[src/rtl/serial_mag_compare.sv]
// serial_mag_compare
//   Bit-serial magnitude comparator back end. It consumes one h/e/l decision
//   per accepted bit, with the operands fed MSB-first. After WIDTH bits it
//   reports a registered greater/equal/less verdict together with a
//   one-cycle done pulse.
//
//   Optional feature macro: SERCMP_ONEHOT_CHK_EN
//     When defined, an accepted bit whose {h,e,l} is not one-hot sets the
//     sticky err flag. When undefined, err is tied to 0.
//
// Ports
//   clk        rising-edge clock
//   rst_n      asynchronous active-low reset
//   start      begin a comparison (accepted in IDLE or DONE only)
//   bit_valid  h/e/l carry a bit decision this cycle (counted in SHIFT only)
//   h, e, l    upstream 1-bit verdict: a>b, a==b, a<b
//   busy       high while in SHIFT
//   done       one-cycle pulse when gt/eq/lt are updated
//   gt, eq, lt registered one-hot verdict, held until the next done
//   err        sticky non-one-hot input flag
module serial_mag_compare #(
    parameter int unsigned WIDTH = 8
) (
    input  logic clk,
    input  logic rst_n,
    input  logic start,
    input  logic bit_valid,
    input  logic h,
    input  logic e,
    input  logic l,
    output logic busy,
    output logic done,
    output logic gt,
    output logic eq,
    output logic lt,
    output logic err
);

    localparam int unsigned CW = $clog2(WIDTH + 1);

    typedef enum logic [1:0] {
        S_IDLE,
        S_SHIFT,
        S_DONE
    } state_t;

    typedef enum logic [1:0] {
        D_EQ,
        D_GT,
        D_LT
    } dec_t;

    state_t        state_q;
    dec_t          dec_q;
    dec_t          dec_d;
    logic [CW-1:0] cnt_q;
    logic          busy_q;
    logic          done_q;
    logic          gt_q;
    logic          eq_q;
    logic          lt_q;

    logic start_acc;
    logic bit_acc;
    logic last_bit;

    assign start_acc = start && (state_q != S_SHIFT);
    assign bit_acc   = bit_valid && (state_q == S_SHIFT);
    assign last_bit  = (cnt_q == CW'(WIDTH - 1));

    // The first non-equal bit (MSB-first) decides the verdict. Priority is
    // h > l > e, and an all-zero triple behaves like e.
    always_comb begin
        dec_d = dec_q;
        if (dec_q == D_EQ) begin
            if (h) begin
                dec_d = D_GT;
            end else if (l) begin
                dec_d = D_LT;
            end else if (e) begin
                dec_d = D_EQ;
            end else begin
                dec_d = D_EQ;
            end
        end
    end

    always_ff @(posedge clk or negedge rst_n) begin
        if (!rst_n) begin
            state_q <= S_IDLE;
            dec_q   <= D_EQ;
            cnt_q   <= '0;
            busy_q  <= 1'b0;
            done_q  <= 1'b0;
            gt_q    <= 1'b0;
            eq_q    <= 1'b0;
            lt_q    <= 1'b0;
        end else begin
            done_q <= 1'b0;
            case (state_q)
                S_IDLE, S_DONE: begin
                    if (start_acc) begin
                        state_q <= S_SHIFT;
                        dec_q   <= D_EQ;
                        cnt_q   <= '0;
                        busy_q  <= 1'b1;
                    end else begin
                        state_q <= S_IDLE;
                        busy_q  <= 1'b0;
                    end
                end
                S_SHIFT: begin
                    if (bit_acc) begin
                        cnt_q <= cnt_q + CW'(1);
                        dec_q <= dec_d;
                        // Results load from the decision that already
                        // includes the final bit.
                        if (last_bit) begin
                            state_q <= S_DONE;
                            busy_q  <= 1'b0;
                            done_q  <= 1'b1;
                            gt_q    <= (dec_d == D_GT);
                            eq_q    <= (dec_d == D_EQ);
                            lt_q    <= (dec_d == D_LT);
                        end
                    end
                end
                default: begin
                    state_q <= S_IDLE;
                    busy_q  <= 1'b0;
                end
            endcase
        end
    end

    assign busy = busy_q;
    assign done = done_q;
    assign gt   = gt_q;
    assign eq   = eq_q;
    assign lt   = lt_q;

`ifdef SERCMP_ONEHOT_CHK_EN
    logic err_q;
    logic hel_onehot;

    assign hel_onehot = (h & ~e & ~l) | (~h & e & ~l) | (~h & ~e & l);

    always_ff @(posedge clk or negedge rst_n) begin
        if (!rst_n) begin
            err_q <= 1'b0;
        end else if (start_acc) begin
            err_q <= 1'b0;
        end else if (bit_acc && !hel_onehot) begin
            err_q <= 1'b1;
        end
    end

    assign err = err_q;
`else
    assign err = 1'b0;
`endif

endmodule

[config.mk]
export PLATFORM = sky130hd
export DESIGN_NAME = serial_mag_compare
export DESIGN_NICKNAME = d
export VERILOG_FILES = /design/src/rtl/serial_mag_compare.sv
export SDC_FILE = /design/constraint.sdc
export NUM_CORES = 1
export LEC_CHECK = 0
export ABC_AREA = 1
export BUFFER_PORTS_ARGS = -buffer_cell sky130_fd_sc_hd__buf_4
export CAP_MARGIN = 5
export CORE_MARGIN = 3
export CORE_UTILIZATION = 45
export DETAILED_ROUTE_END_ITERATION = 7
export GPL_ROUTABILITY_DRIVEN = 0
export PLACE_DENSITY = 0.68
export SLEW_MARGIN = 0
export SYNTH_ARGS = -nofsm -noshare
export SYNTH_HDL_FRONTEND = slang
export SYNTH_SLANG_ARGS = --single-unit
[constraint.sdc]
create_clock -name clk -period 1 [get_ports clk]
set_input_delay 0.05 -clock clk [delete_from_list [all_inputs] [get_ports clk]]
set_output_delay 0.05 -clock clk [all_outputs]
set_load 0.02 [all_outputs]
==> results.md <==
* Clock Tree Buf Depth at 2
* Pwr dens at around 2700 nW/um^2
* Ys async rst share at 1.000
* Post-synthesis sequential area ratio at 0.5128
* Initial core utilization at 0.5216
* Vias at 548
* Power Total at 2.323 mW
* R2r setup slk at -0.04 ns
* Post-synthesis instance total at 75
* Most common cell in the synthesized netlist: nand2_1
* Reg2Reg Depth at 6
* Root buf cell: clkbuf_4
* Vias in the first global route at 490
* CP peak stage delay at approximately 0.42 ns
* CTS tree: done
* Hold Path Class: in2reg
* CP Max Fanout at 2
* Worst setup margin at -0.04226 ns
* Clk sinks at 13
* Worst path cell trace: buf_4 -> buf_4 -> nand3_1 -> nor2_2 -> nand2_1 -> o21ai_1
* Internal at ~1.4 mW
* Total global routing track utilization at 0.1458
* Status: finished, violations left
* Crit-path most repeated cell: buf_4
* DR WL/cell at ~12 microns
* Yosys warns at 0
* Combinational Power Share at 0.474
* Die Wd at roughly 44 microns
* Area share of the largest cell type after synthesis at 0.5128
* RSZ-0062 raised after global routing: yes
* VDD IR max at ~0.0016 V
* DP HPWL at around 900 microns
* First-pass GRT wire length at just over 2000 microns
* Mapped cell area at about 630 sq um
* Hold Vio Cnt, Final at 0
* Final WL at about 1400 microns
* Post-route clock skew at about 0.0045 ns
* Post-synth cell types at 19
* GRT overflow at 0
* Die extent in y at 43.55 microns
* H-tree lvl count at 1
* # DRC at 0
* Die area at about 1900 sq um
* # IOs at 13
* Largest net degree at the start of global routing at 14
* Reg power frac at 0.379
* Clock-pin slew on the worst setup and hold paths at 0.08 ns
* Crit path kind: reg2reg
* Critical Path Stages at 6
* CP top delay family: flip-flops
* NetSw at a little under 1 mW
* Period utilisation layout at 1.042
* Static Leak at 0.4737 nW
* Reg2reg end: cnt_q[3]
* Post-route ant nets at 0
* Port Buf Inserts at 10
* Syn Nets at 83
* Failing checks: setup timing
* Min Clock Period, post-route at between 1 and 1.5 ns
* Slew Limit Fails at 0
* CP Capture Type: flop
* Setup TNS at -0.2788 ns
* Clock Power Share at 0.147
* Crit path max-delay cell type: dfrtp_1
* Initial antenna violation count at 0
* Largest area contributor in the netlist: dfrtp_1
* Worst path buffer plus inverter count at 2
* Most area-consuming cells after synthesis: dfrtp_1, nand2_1, inv_1
* Initial DRC Count at 11
* Max-cap violations at 0
* Fmax at ~0.96 GHz
* Reg2reg start: cnt_q[1]
* Switching Share at 0.4155
* FP Rows at 12
* Clock network latency to the later pin of the worst-skew pair at 0.29 ns
* NumNets Final at 106
* Crit path launch: cnt_q[1]
* Req. time, crit path at 1.18 ns
* Area growth syn-to-layout at 35.70%
* #FFs+latches synth at 13
* Final setup viols at 11
* Total CTS buffers at 3
* Layout cells sized above 1 at 0.3711
* Number of synthesized flops with an enable pin at 0
* Worst setup SP type: flop
* Crit path to: cnt_q[3]
* DR vias/cell at about 4.9
* N_diodes at 0
* Core footprint at between 1000 and 1500 sq um
* Synth Area per Inst at ~8.5 sq um
* Top_reg_cell synth: dfrtp_1
* Top post-synthesis cells by count: nand2_1, dfrtp_1, inv_1
* DRT Pass-1 Iters at 4
* Critical path arrival at 1.22 ns
-- layer usage --
metal	routed length (microns)	vias up	part of all wire	GRT usage
met1	600	253	0.43	0.1809
li1	-	274	-	-
met4	51	0	0.037	0.1084
met2	668	14	0.48	0.2238
met3	63	7	0.046	0.02490
met5	0	-	0	0
-- metrics by stage --
stage / instances / area, sq um / utilization / setup slack (ns) / hold WS, ns
finish: 111 / 860.8 / 0.7078 / -0.04226 / 0.02971
global route: 111 / 860.8 / 0.7078 / -0.09610 / 0.04857
CTS: 108 / 823.3 / 0.6770 / -0.05734 / 0.01084
detailed placement: 102 / 752.0 / 0.6183 / -0.1204 / -0.09635
global placement: 102 / 752.0 / 0.6183 / -0.07315 / -0.09815
floorplan: 75 / 636.9 / - / -0.03114 / -0.2456
-- timing repair --
action,4_1_cts,5_1_grt
setup buffers,1,3
endpoints found under the setup margin,8,11
gates resized for setup,6,9
hold buffers,1,0
pin swaps,4,7
hold endpoints to repair,13,0
-- tightest hold or removal path, cell delays in order --
cell and delay, ns:
buf_4 0.08, nand2_2 0.08, nand2_1 0.07
-- registers in the layout (all words and copies together) (netlist names) --
signal	count
cnt_q	4
dec_q	2
state_q	2
busy	1
done	1
eq	1
gt	1
lt	1
-- power groups by stage --
| stage | clock (mW) | combinational, mW | sequential (mW) |
|---|---|---|---|
| finish | 0.342 | 1.10 | 0.880 |
| global placement | 0 | 0.861 | 0.847 |
| floorplan | 0 | 0.497 | 0.915 |
| global route | 0.363 | 1.19 | 0.901 |
| detailed placement | 0 | 0.872 | 0.855 |
| CTS | 0.348 | 0.958 | 0.873 |
-- worst min path at each step --
| stage | to | start | slack [ns] | depth (start not counted) |
|---|---|---|---|---|
| after floorplan | busy | rst_n | -0.25 | 0 |
| after global placement | state_q[1] | rst_n | -0.1 | 1 |
| after global routing | state_q[0] | start | 0.05 | 3 |
| after CTS | state_q[0] | start | 0.01 | 3 |
| final | state_q[0] | start | 0.03 | 3 |
| after detailed placement | state_q[0] | rst_n | -0.1 | 1 |
-- logic make-up after synthesis --
kind of cell,after synthesis,share of synthesized area
adder cells (fa/ha/maj),1,0.01972
multiplexers,1,0.01578
XOR/XNOR,1,0.01381
other,1,0.005911
AO/OA/AOI/OAI,5,0.03944
AND/OR/NAND/NOR,41,0.3156
flip-flops,13,0.5128
buffers and inverters,12,0.07693
-- area by class of cell --
type	count	area [sq um]
flip-flops and latches	13	325.3
well taps	14	17.52
clock buffers	4	26.28
inverters	11	46.29
repair buffers	19	145.1
fillers	96	355.3
multi-input cells	50	300.3
-- layout by cell type, fill, tap and decap left out, drive strengths merged --
master and count:
o21ai 3, nor2 5, ha 1, inv 11, mux2i 1, clkbuf 4, xor2 1, a21oi 2
nand4 1, nand3 7, nand2 28, dfrtp 13, dlygate4sd3 1, buf 18, conb 1
No activity file was read; power rests on OpenSTA's default activity.
